--- config.mk ---
export PLATFORM = sky130hd
export DESIGN_NAME = add12u_err_monitor
export DESIGN_NICKNAME = d
export VERILOG_FILES = /design/src/rtl/add12u_err_monitor.sv
export SDC_FILE = /design/constraint.sdc
export NUM_CORES = 1
export LEC_CHECK = 0
export CAP_MARGIN = 20
export CORE_MARGIN = 2
export CORE_UTILIZATION = 55
export DETAILED_ROUTE_END_ITERATION = 8
export PLACE_DENSITY = 0.8
export SLEW_MARGIN = 20
export SYNTH_ARGS = -nofsm -noshare
export SYNTH_HDL_FRONTEND = slang
export SYNTH_SLANG_ARGS = --single-unit
--- constraint.sdc ---
create_clock -name clk -period 11 [get_ports clk]
set_input_delay 2.2 -clock clk [delete_from_list [all_inputs] [get_ports clk]]
set_output_delay 2.2 -clock clk [all_outputs]
set_load 0.1 [all_outputs]
--- src/rtl/add12u_err_monitor.sv ---
`default_nettype none
// ==== add12u_err_monitor : error statistics (count, errors, sum|err|, worst case) for W-bit adders ====
// ==== rev 1.0 ====

module add12u_err_monitor #(
    parameter int W     = 12,
    parameter int CNT_W = 32,
    parameter int SUM_W = 48
) (
    input  logic             clk,
    input  logic             rst_n,
    input  logic             start,
    input  logic [CNT_W-1:0] num_samples,
    input  logic             in_valid,
    output logic             in_ready,
    input  logic [W-1:0]     in_a,
    input  logic [W-1:0]     in_b,
    input  logic [W:0]       in_o,
    output logic             busy,
    output logic             done,
    output logic [CNT_W-1:0] sample_cnt,
    output logic [CNT_W-1:0] err_cnt,
    output logic [SUM_W-1:0] sum_abs_err,
    output logic [W:0]       max_err,
    output logic [W-1:0]     max_a,
    output logic [W-1:0]     max_b,
    output logic             sat
);

    typedef enum logic [1:0] {
        IDLE  = 2'd0,
        RUN   = 2'd1,
        DRAIN = 2'd2,
        DONE  = 2'd3
    } state_t;

    state_t           state, state_nxt;
    logic [CNT_W-1:0] n_lat, n_lat_nxt;
    logic [CNT_W-1:0] accepted, accepted_nxt;
    logic             ready_nxt;
    logic             xfer;
    logic             arm;

    logic [W:0]       exact;
    logic [W:0]       err_in;
    logic             v1, v2;
    logic [W:0]       s1_err, s2_err;
    logic [W-1:0]     s1_a, s1_b, s2_a, s2_b;
    logic [SUM_W:0]   sum_ext;

    assign xfer   = in_valid & in_ready;
    assign arm    = start & ((state == IDLE) || (state == DONE));
    assign busy   = (state == RUN) || (state == DRAIN);
    assign done   = (state == DONE);

    assign exact  = {1'b0, in_a} + {1'b0, in_b};
    assign err_in = (exact >= in_o) ? (exact - in_o) : (in_o - exact);

    // Extra top bit catches the carry that signals accumulator clipping.
    assign sum_ext = {1'b0, sum_abs_err} + {{(SUM_W-W){1'b0}}, s2_err};

    always_comb begin
        state_nxt    = state;
        n_lat_nxt    = n_lat;
        accepted_nxt = accepted;
        ready_nxt    = 1'b0;
        case (state)
            IDLE, DONE: begin
                if (start) begin
                    state_nxt    = RUN;
                    n_lat_nxt    = num_samples;
                    accepted_nxt = '0;
                    ready_nxt    = (num_samples != '0);
                end
            end
            RUN: begin
                if (accepted >= n_lat) begin
                    state_nxt = DRAIN;
                end else begin
                    if (xfer) begin
                        accepted_nxt = accepted + CNT_W'(1);
                    end
                    ready_nxt = (accepted_nxt < n_lat);
                end
            end
            DRAIN: begin
                if (!v1 && !v2) begin
                    state_nxt = DONE;
                end
            end
            default: state_nxt = IDLE;
        endcase
    end

    always_ff @(posedge clk or negedge rst_n) begin
        if (!rst_n) begin
            state    <= IDLE;
            n_lat    <= '0;
            accepted <= '0;
            in_ready <= 1'b0;
        end else begin
            state    <= state_nxt;
            n_lat    <= n_lat_nxt;
            accepted <= accepted_nxt;
            in_ready <= ready_nxt;
        end
    end

    always_ff @(posedge clk or negedge rst_n) begin
        if (!rst_n) begin
            v1     <= 1'b0;
            v2     <= 1'b0;
            s1_err <= '0;
            s1_a   <= '0;
            s1_b   <= '0;
            s2_err <= '0;
            s2_a   <= '0;
            s2_b   <= '0;
        end else begin
            v1 <= xfer;
            v2 <= v1;
            if (xfer) begin
                s1_err <= err_in;
                s1_a   <= in_a;
                s1_b   <= in_b;
            end
            if (v1) begin
                s2_err <= s1_err;
                s2_a   <= s1_a;
                s2_b   <= s1_b;
            end
        end
    end

    always_ff @(posedge clk or negedge rst_n) begin
        if (!rst_n) begin
            sample_cnt  <= '0;
            err_cnt     <= '0;
            sum_abs_err <= '0;
            max_err     <= '0;
            max_a       <= '0;
            max_b       <= '0;
            sat         <= 1'b0;
        end else if (arm) begin
            sample_cnt  <= '0;
            err_cnt     <= '0;
            sum_abs_err <= '0;
            max_err     <= '0;
            max_a       <= '0;
            max_b       <= '0;
            sat         <= 1'b0;
        end else if (v2) begin
            sample_cnt <= sample_cnt + CNT_W'(1);
            if (s2_err != '0) begin
                err_cnt <= err_cnt + CNT_W'(1);
            end
            if (sum_ext[SUM_W]) begin
                sum_abs_err <= '1;
                sat         <= 1'b1;
            end else begin
                sum_abs_err <= sum_ext[SUM_W-1:0];
            end
            // Strict compare keeps the first operands that hit the worst error.
            if (s2_err > max_err) begin
                max_err <= s2_err;
                max_a   <= s2_a;
                max_b   <= s2_b;
            end
        end
    end

endmodule

`default_nettype wire

## Word-level counts from Yosys, hierarchy flattened

Index checks and enable logic that the tools add are counted.
Widths: inputs -> output; s select.

| storage, ports and cells | value |
|---|---|
| output and inout bits | 153 |
| input bits | 73 |
| register bits after elaboration | 293 |

| operators by class | value |
|---|---|
| bitwise operators | 2 |
| mux-type cells | 34 |
| magnitude comparators | 4 |
| $add $sub $neg | 7 |
| reductions and logical operators | 20 |
| equality and inequality tests | 7 |

Operator list:

| operator | count |
|---|---|
| $mux 32 | 10 |
| $mux 48 | 3 |
| $add 32x1->32 const B | 3 |
| $mux 12 | 6 |
| $pmux 32 s2 | 1 |
| $mux 13 | 4 |
| $add 48x13->49 | 1 |
| $ge 32x32->1 | 1 |
| $lt 32x32->1 | 1 |
| $reduce_bool 32->1 | 1 |
| $sub 13x13->13 | 2 |
| $add 12x12->13 | 1 |
| $ge 13x13->1 | 1 |
| $gt 13x13->1 | 1 |
| $reduce_bool 13->1 | 1 |
| $reduce_bool 2->1 | 5 |
| $reduce_and 2->1 | 4 |
| $mux 2 | 3 |
| $pmux 2 s3 | 1 |
| $reduce_and 3->1 | 2 |
| $mux 1 | 5 |
| $eq 2x2->1 const B | 2 |
| $ne 2x1->1 const B | 2 |
| $ne 2x2->1 const B | 2 |
| 8 further kinds | 11 |

## Logic depth before layout (Yosys ltp)

Gate-level depths: netlist (run 1).

| depth | value |
|---|---|
| word-level depth | 7 |
| depth in mapped cells | 22 |
| depth with buffers taken out | 20 |

## Least setup slack after synthesis (run 1)

OpenSTA, ideal clock, no wires.

| timing path | value |
|---|---|
| path kind | input to register |
| start | input in_a[0] |
| end | register s1_err[10] |
| buffers on the path | 2 |
| path slack | 4.806 ns |
| library setup time | 0.132 ns |
| arrival | 6.062 ns |
| stages | 22 |
| path through | ha_1 > inv_1 > fa_1 > nor2b_1 > o21ai_0 > nand2b_1 > a21o_1 > a21o_1 > a31oi_1 > o211a_1 > xnor2_1 > ha_1 > buf_4 > a21o_1 > a211oi_1 > a21oi_2 > nor3_4 > buf_2 > mux2i_1 > o221ai_1 > xnor2_1 > o21ai_1 |

| between the ends | value |
|---|---|
| longest elaborated chain between the ends | 3 |
| elaborated cells between the ends (all ways) | 5 |

RTL lines:

| what | RTL line | text |
|---|---|---|
| start, declared | 16 | `input logic [W-1:0] in_a,` |
| $add 12x12->13 (*) | 56 | `assign exact = {1'b0, in_a} + {1'b0, in_b};` |
| $sub 13x13->13 or $ge 13x13->1 (tied branches) | 57 | `assign err_in = (exact >= in_o) ? (exact - in_o) : (in_o - exact);` |
| $mux 13 (*) | 57 |  |
| end signal, assigned | 123 | `s1_err <= err_in;` |
| end, declared | 47 | `logic [W:0] s1_err, s2_err;` |

Mark *: on every way between the ends. The rest lies on a longest branch, timed or not.
A chain may end at the register's enable or synchronous reset.

## Final worst setup path (run 1)

| timing path | value |
|---|---|
| start | input in_a[0] |
| end | register s1_err[3] |

Same word-level chain as after synthesis.

==> results of run 1 <==
-- kinds of logic (layout without fill, tap and decap cells) --
group,count (synthesis),in the layout
mux,121,121
compound gates,367,367
buf+inv,174,405
fa+ha+maj,138,138
flops,293,293
simple gates,574,574
xor+xnor,143,143
-- stage by stage --
| step | utilization [%] | hold WS (ns) | std cells | power (mW) |
|---|---|---|---|---|
| after global placement | 64.7 | 0.464 | 2375 | 4.57 |
| after CTS | 68.7 | 0.481 | 2437 | 5.88 |
| after detailed placement | 64.7 | 0.467 | 2375 | 4.64 |
| after global routing | 68.7 | 0.518 | 2437 | 6.16 |
| final | 68.7 | 0.477 | 2437 | 5.86 |
| after floorplan | - | 0.389 | 1810 | 3.87 |
-- synthesized netlist by cell type (24+ instances only) --
library cell  number  area, um2
xor2_1            79        692
ha_1             134       1680
xnor2_1           64        561
a31oi_1           24        150
nand4_1           39        244
nand2_1          244        916
mux2i_1           58        581
a21o_1            42        315
mux2_2            60        676
inv_1            101        379
a21oi_1           76        380
dfrtp_1          293       7330
nand3_1           49        245
clkbuf_1          50        188
o21ai_0          117        586
and3_1            37        231
nor2_1           108        405
o21ai_1           31        155
-- area by class of cell --
type / instances / area share (%)
Multi-Input combinational cell: 1343 / 44.0
Sequential cell: 293 / 34.7
Timing Repair Buffer: 240 / 11.3
Clock buffer: 48 / 4.86
Tap cell: 396 / 2.34
Clock inverter: 14 / 0.983
Inverter: 103 / 1.83
-- critical path, cell delays in order --
cell and delay (ns):
clkdlybuf4s50_1 0.51, ha_1 0.19, inv_1 0.06, fa_1 0.41, nor2b_1 0.15, o21ai_0 0.08, nand2b_1 0.11, a21o_1 0.14
a21o_1 0.16, a31oi_1 0.14, o211a_1 0.30, xnor2_1 0.14, ha_1 0.39, a21o_1 0.23, a211oi_1 0.30, a21oi_2 0.16
nor3_4 0.82, mux2_1 0.39, a21oi_1 0.17, nor4b_1 0.07, a211o_1 0.24
-- flip-flops by register name (all words and copies together), names as in the netlist --
signal	cells
sum_abs_err	48
accepted	32
err_cnt	32
n_lat	32
sample_cnt	32
max_err	13
s1_err	13
s2_err	13
max_a	12
max_b	12
s1_a	12
s1_b	12
s2_a	12
s2_b	12
state	2
in_ready	1
sat	1
v1	1
v2	1
-- final timing paths --
path,end,depth (start not counted),slack [ns]
max in group asynchronous,s2_b[8],2,7.81
worst max-delay path,s1_err[3],21,4.00
worst min-delay path,s1_err[5],2,0.48
worst min register to register,s1_err[5],2,0.48
min in group asynchronous,n_lat[24],1,1.76
worst max register to register,in_ready,16,6.57
-- metal layers --
metal  track usage, %  share of wire [%]
met1             36.6                 44
met2             43.6                 46
met3             5.28                7.1
met4             8.13                2.8
met5                0                  0
-- power by group --
part | leakage [nW] | switching [mW] | internal [mW]
combinational | 5.97 | 2.13 | 0.889
sequential | 3.41 | 0.275 | 1.34
clock | 0.609 | 0.457 | 0.773
total | 9.99 | 2.86 | 3.00
==> results.ini, run 1 <==
[run_status]
status=finished, final reports clean

[hold_path]
hold_path_startpoint=s1_err[5]
hold_path.class=reg2reg

[route]
vias=14300
drcViolationCount=0
avgRoutedWirePerCell_um=18.0
drtIter0Drc=853
antenna_left=0
drt-total-wl_um=43800
vias_per_cell=5.85
drt_pass1_iterations=5

[logic_synthesis]
synth_nets=2021
synth_adder_area_share_pct=10.2
synthArstFlopShare_pct=100
synth_edf_count=0
syn_area_um2=17300
yosys.area_share.simple_pct=15.7
ys_seq_elements=293
yosysWarningCount=0
synth_xor_area_share_pct=7.24
yosysSeqAreaShare_pct=42.4
synthMuxAreaShare_pct=7.48
synth_top_family_by_area=simple AND/OR/NAND/NOR gates
synth_cells=1810
synth_compound_area_share_pct=13.1
synth_top_flop_cell=dfrtp_1
avgSynthCellArea_um2=9.56
ys_types=79

[run]
cap_violations=0

[critical_path]
startpoint_type=primary input
endpoint_kind=flop
required_ns=11.39
r2r-start=in_ready
critical_path_class=in2reg
path_max_fanout=19
cp.arrival_ns=7.39
crit_start=in_a[0]

[floorplan]
die_h_um=181
rows=64
io_pins=226
core_area_um2=30700
die_area_um2=32900
die_x_um=181
initial_core_util_pct=56.3

[final_layout]
multiInputGateArea_um2=9310
layout_commonest_cell=dfrtp_1
area_growth_pct=22.2
fin_nets=2227
diodes=0
seqCellArea_um2=7330
final_cell_area_um2=21100
final_cell_mix=dfrtp_1 (293), nand2_1 (243), clkdlybuf4s50_1 (224), ha_1 (134), o21ai_0 (117)
fill_cells=2347
drive_gt1_share_pct=7.69

[cts]
ctsHoldBuffers=0
cts_root_buf=clkbuf_16
postCtsSetupBuffers=0
insertion_delay_ns=0.51
clock_path_buffers=3
cts.htree.levels=2
cts_tree=built
clk_pin_slew_ns=0.05
numCtsBuffers=35
cts_num_sinks=293
ctsResizeCount=0

[sta]
finClkSkew_ns=0.0139
rsz0062_at_grt=false
fin_crit_ns=7.00
hold_viol=0
finalWorstSetupSlack_ns=4.00
tightestPinTransition_ns=1.09
final.setup.tns_ns=0
slew_viol_final=0
slew_headroom_pct=27.1
post-route-period-util_pct=63.6
setup_viol_count_final=0
fmax_ghz=0.143

[grt]
grt_first_pass_wirelength_um=72800
antenna_found_initial=0
grt_overflow_total=0
first_global_vias=14200
gr-usage-all-layers_pct=26.9
grt_max_degree=169

[place]
placed_area_um2=19900
gp_routability_congestion=0.916
placement.io_buffers=225
dp_hpwl_um=31600
pre_cts_ws_ns=3.59

[pwr]
power.leakage_nw=9.99
ir_worst_vdd_v=0.000313
powerDensity_nw_per_um2=277

(Power assumes the default switching activity.)
==> run 2, diff against run 1 <==
Clock period 11 ns to 6.8 ns, I/O delays scaled along.
==> results.ini, run 2 (synthesis gave the netlist of run 1 again) <==
[route]
drt-total-wl_um=44200  ; was 43800 um
antenna_left=0  ; unchanged
drtIter0Drc=1067  ; was 853
drcViolationCount=0  ; unchanged
vias=14200  ; was 14300
drt_pass1_iterations=5  ; unchanged
avgRoutedWirePerCell_um=18.1  ; was 18.0 um
vias_per_cell=5.83  ; was 5.85

[grt]
use_met1_pct=36.8  ; was 36.6%
first_global_vias=14400  ; was 14200
grt_overflow_total=0  ; unchanged
gr-usage-all-layers_pct=27.1  ; was 26.9%
met2_usage_pct=43.7  ; was 43.6%
antenna_found_initial=0  ; unchanged
grt_first_pass_wirelength_um=73300  ; was 72800 um
met3_usage_pct=5.30  ; was 5.28%
grt_max_degree=151  ; was 169
grt-busiest-layer=met2  ; unchanged

[floorplan]
io_pins=226  ; unchanged
die_area_um2=32900  ; unchanged
die_h_um=181  ; unchanged
die_x_um=181  ; unchanged
core_area_um2=30700  ; unchanged
initial_core_util_pct=56.3  ; unchanged
rows=64  ; unchanged

[pwr]
power_mw=9.22  ; was 5.86 mW
powerDensity_nw_per_um2=440  ; was 277 nW/um2
ir_worst_vdd_v=0.000333  ; was 0.000313 V
power.leakage_nw=9.89  ; was 9.99 nW

[hold_path]
hold_path.class=reg2reg  ; unchanged
hold_depth=2  ; unchanged
hold_path_startpoint=sat  ; was s1_err[5]

[cts]
ctsHoldBuffers=0  ; unchanged
postCtsSetupBuffers=0  ; unchanged
cts_root_buf=clkbuf_16  ; unchanged
clock_path_buffers=3  ; unchanged
numCtsBuffers=34  ; was 35
cts_tree=built  ; unchanged
cts.htree.levels=2  ; unchanged
ctsResizeCount=0  ; unchanged
cts_num_sinks=293  ; unchanged
clk_pin_slew_ns=0.06  ; was 0.05 ns
insertion_delay_ns=0.51  ; about the same

[critical_path]
endpoint_kind=flop  ; unchanged
crit_start=in_a[0]  ; unchanged
startpoint_type=primary input  ; unchanged
rr_worst_depth=14  ; was 16
cp.arrival_ns=6.40  ; was 7.39 ns
critical_path_class=in2reg  ; unchanged
path_max_fanout=19  ; unchanged
r2r-start=accepted[1]  ; was in_ready
required_ns=7.19  ; was 11.39 ns

[final_layout]
final_cell_mix=dfrtp_1 (293), nand2_1 (243), clkdlybuf4s50_1 (224), ha_1 (134), o21ai_0 (117)  ; unchanged
diodes=0  ; unchanged
fill_cells=2400  ; was 2347
drive_gt1_share_pct=7.45  ; was 7.69%
top_register=sum_abs_err  ; unchanged
final_cell_area_um2=21000  ; was 21100 um2
layout_commonest_cell=dfrtp_1  ; unchanged
fin_nets=2227  ; unchanged
largest_reg_flops=48  ; unchanged
area_growth_pct=21.1  ; was 22.2%

[sta]
fin_crit_ns=6.01
rsz0062_at_grt=false  ; unchanged
post-route-period-util_pct=88.4
finalWorstSetupSlack_ns=0.790  ; was 4.00 ns
hold_viol=0  ; unchanged
slew_headroom_pct=28.0  ; was 27.1%
slew_viol_final=0  ; unchanged
finClkSkew_ns=0.0109  ; was 0.0139 ns
final.setup.tns_ns=0  ; unchanged
tightestPinTransition_ns=1.08  ; was 1.09 ns
setup_viol_count_final=0  ; unchanged
fmax_ghz=0.166

[place]
pre_cts_ws_ns=0.292  ; was 3.59 ns
gp_routability_congestion=0.940  ; was 0.916
placement.io_buffers=225  ; unchanged
dp_hpwl_um=31600  ; about the same
placed_area_um2=19900  ; about the same

[run_status]
status=finished, final reports clean  ; unchanged

[run]
cap_violations=0  ; unchanged

[run 2: cell count changes in the layout (fill, tap and decap cells not counted), sizes merged]
cell / delta
buf: +1
inv: +1
bufinv: -5
clkinvlp: +2
clkinv: -1
clkbuf: +1
[run 2: area by class of cell]
cell class	count	area, um2	area share [%]
Clock buffer	49	967	4.61
Clock inverter	11	81.3	0.388
Inverter	103	387	1.84
Multi-Input combinational cell	1343	9310	44.4
Sequential cell	293	7330	35.0
Tap cell	396	495	2.36
Timing Repair Buffer	241	2390	11.4
[run 2: critical path, cell delays in order]
cell and delay (ns):
clkdlybuf4s50_1 0.51, ha_1 0.18, inv_1 0.05, fa_1 0.40
nor2b_1 0.12, o21ai_0 0.08, nand2b_1 0.11, a21o_1 0.13
a21o_1 0.15, a31oi_1 0.12, o211a_1 0.30, xnor2_1 0.14
ha_1 0.39, a21o_1 0.24, a211oi_1 0.30, a21oi_2 0.16
nor3_4 0.81, mux2_1 0.38, a21oi_1 0.16, nor4b_1 0.07
a211o_1 0.23
[run 2: layer usage]
metal	part of all wire, %	wire length (um)	up-vias
met1	44	19400	6908
met2	46	20300	457
met5	0	0	-
li1	-	-	6757
met4	2.9	1280	0
met3	7.1	3150	79
[run 2: worst paths after layout]
check                                 end  slack (ns)
setup reg to reg                 in_ready        2.53
setup / recovery                s1_err[3]        0.79
hold reg to reg                       sat        0.48
min in group asynchronous  sample_cnt[17]        0.82
hold / removal                        sat        0.48
max in group asynchronous        max_a[5]        4.60
[run 2: report_power, final]
part	switching [mW]	internal [mW]
Combinational	3.46	1.44
Sequential	0.445	2.16
Clock	0.727	0.995
[run 2: per-stage QoR]
step / utilization (%) / cells / hold slack [ns]
detailed placement: 64.8 / 2376 / 0.472
global placement: 64.8 / 2376 / 0.465
global route: 68.2 / 2436 / 0.513
finish: 68.2 / 2436 / 0.484
CTS: 68.2 / 2436 / 0.485
floorplan: - / 1810 / 0.389
==> edit (settings of run 2) <==
Encoding of `state_t`: now Gray code (2 bits for 4 states).
--- a/src/rtl/add12u_err_monitor.sv
+++ b/src/rtl/add12u_err_monitor.sv
@@ -28,10 +28,10 @@
 );
 
     typedef enum logic [1:0] {
-        IDLE  = 2'd0,
-        RUN   = 2'd1,
-        DRAIN = 2'd2,
-        DONE  = 2'd3
+        IDLE  = 2'b00,
+        RUN   = 2'b01,
+        DRAIN = 2'b11,
+        DONE  = 2'b10
     } state_t;
 
     state_t           state, state_nxt;
Check against the original RTL: same outputs for any inputs over 4 cycles, from zero or initial values and one cycle with rst_n low; so few cycles prove little.
==> edit against run 2 <==
Sequential power shrank 4%. Clock skew is 0.013 ns higher. Routed wire length grew 1.2%. Core utilization increased by 0.30 points. Worst setup slack worse by 0.077 ns. Global-route usage rose by 0.083 points. Critical path depth rose by 1. Sequential share of layout area down 0.064 points. Sequential cell count stayed put. Area after synthesis fell by 0.64%. Design area up 0.18%. Total power fell by 12%. Hold slack worse by 0.012 ns. Non-clock buffer count stayed put. Critical path type unchanged. Highest routed layer unchanged.
==> edit: results (changes against run 2) <==
* Status: finished, final reports clean
* Worst-path clk slew at 0.06 ns (about the same)
* Most frequent cells after synthesis: dfrtp_1 (293), nand2_1 (197), nor2_1 (161), o21ai_0 (138), ha_1 (129)
* Critical path endpoint: s1_err[12]$_DFFE_PN0P_
* RR Startpoint: accepted[3]$_DFFE_PN0P_
* Hold Path Depth at 2 (unchanged)
* R2r setup slk at 2.76 ns (+0.23 ns)
* Sequential fraction of the synthesis area at 0.4265 (+0.002715)
* Leakage power at 9.932 nW (+0.39%)
* Critical Path AT at 6.50 ns (+0.10 ns)
* Clk_skew at 0.02406 ns (+0.01315 ns)
* Worst Reg-to-Reg Cells at 15 (+1)
* Postcts setup bufs at 0 (unchanged)
* Syn nets at 2043 (+1.1%)
* Worst min path class: flip-flop to flip-flop
* IR drop worst, VDD at 327.4 uV (-1.7%)
* Post-CTS resize count at 0 (unchanged)
* H-tree level count at 2 (unchanged)
* Crit Path Max Fanout at 8 (-11)
* Slowest cell delay on critical path at 0.49 ns (-0.32 ns)
* First-pass GRT wire length at 74.02 mm (+0.92%)
* Antenna violations before repair at 0 (unchanged)
* Distinct cells, synth at 65 (-18%)
* Post-route antenna net violation count at 0 (unchanged)
* Initial DRC count at 1062 (-0.47%)
* Port Buffer Count at 225 (unchanged)
* Slowest CP cell: clkdlybuf4s50_1
* Slew @ Worst Pin at 1.131 ns (+0.05418 ns)
* Filler instances at 2355 (-1.9%)
* Worst r2r dst: in_ready$_DFF_PN0_
* Critical Path Source: in_b[0]
* Synth warnings at 0 (unchanged)
* Most flop-heavy register: sum_abs_err
* Largest net degree at the start of global routing at 198 (+31%)
* Routed WL per cell at 18.17 um (+0.23%)
* Max Root-Sink Buffers at 3 (unchanged)
* Layout Nets at 2245 (+0.81%)
* Via count at 14510 (+2.2%)
* Drt pass-1 iters at 5 (unchanged)
* Clk Latency, worst-skew pair at 0.53 ns (+0.02 ns)
* Top FF cell, synth: dfrtp_1
* Final HPWL DP at 31.20 mm (-1.2%)
* GP Congestion at 0.8903 (-5.3%)
* Max reg flops at 48 (unchanged)
* Layout cells sized above 1 at 0.06741 (-0.007100)
* Gr usage total at 0.2714 (+0.0008324)
* Inserted Clock Buffers at 34 (unchanged)
* Ys async rst share at 1.000 (unchanged)
* Top cells by area, synth: dfrtp_1 (43%), ha_1 (9.4%), nand2_1 (4.3%)
* Root buffer cell: clkbuf_16
edit: changes by cell type after synthesis, sizes merged, moves of 9 or more:
cell,run 2,this run
nor2,108,161
nand2,244,197
nor3,16,40
mux2,63,40
a21oi,78,95
xor2,79,64
or3,13,25
o21a,6,17
a211oi,17,7
nor3b,0,10
o211ai,1,11
xnor2,64,54
a31o,1,10
edit: layer usage:
metal,GRT usage,routed length [um],up-vias
li1,-,-,6901
met1,0.3616,19220,7110
met2,0.4506,21290,418
met3,0.05543,2962,85
met4,0.07645,1208,0
met5,0,0,-
edit: cell families after synthesis:
logic type | share of synthesized area
mux | 0.05706
compound gates | 0.1433
flops | 0.4265
xor+xnor | 0.06012
fa+ha+maj | 0.09855
simple gates | 0.1754
buf+inv | 0.03901
edit: worst min path at each step:
stage                          from                    to  slack (ns)
6_report        s1_a[6]$_DFFE_PN0P_   s1_a[6]$_DFFE_PN0P_        0.47
5_1_grt        s1_b[10]$_DFFE_PN0P_  s1_b[10]$_DFFE_PN0P_        0.50
3_3_place_gp    s1_b[7]$_DFFE_PN0P_   s1_b[7]$_DFFE_PN0P_        0.45
4_1_cts         s1_a[6]$_DFFE_PN0P_   s1_a[6]$_DFFE_PN0P_        0.48
3_5_place_dp    s1_a[6]$_DFFE_PN0P_   s1_a[6]$_DFFE_PN0P_        0.46
2_1_floorplan          v1$_DFF_PN0_          v2$_DFF_PN0_        0.39
edit: layout make-up:
class / instances / area share
antenna: 1 / 0.0001192
timing repair buffer: 241 / 0.1144
multi-input combinational: 1373 / 0.4392
inverter: 96 / 0.01716
clock buffer: 48 / 0.04785
clock inverter: 11 / 0.008521
tap: 396 / 0.02360
sequential: 293 / 0.3492
edit: through the flow:
step	area [um2]	utilization	cells	power, mW	setup WS, ns
after global placement	19810	0.6459	2399	6.040	0.3814
after floorplan	17190	-	1837	5.170	1.045
after CTS	20990	0.6845	2458	8.146	0.8094
after detailed placement	19810	0.6459	2399	6.167	0.3033
after global routing	21000	0.6846	2458	8.572	0.4524
final	21000	0.6846	2459	8.120	0.7134
edit: worst max-delay path: cells and delay by family:
| family | cells | cell delay [ns] |
|---|---|---|
| mux | 1 | 0.35 |
| buf+inv | 3 | 0.77 |
| simple gates | 4 | 0.79 |
| fa+ha+maj | 3 | 0.92 |
| compound gates | 11 | 2.30 |
edit: power by group:
part           switching (mW)  internal [mW]
Sequential              0.321           2.19
Clock                   0.745           1.19
Combinational            2.52           1.16
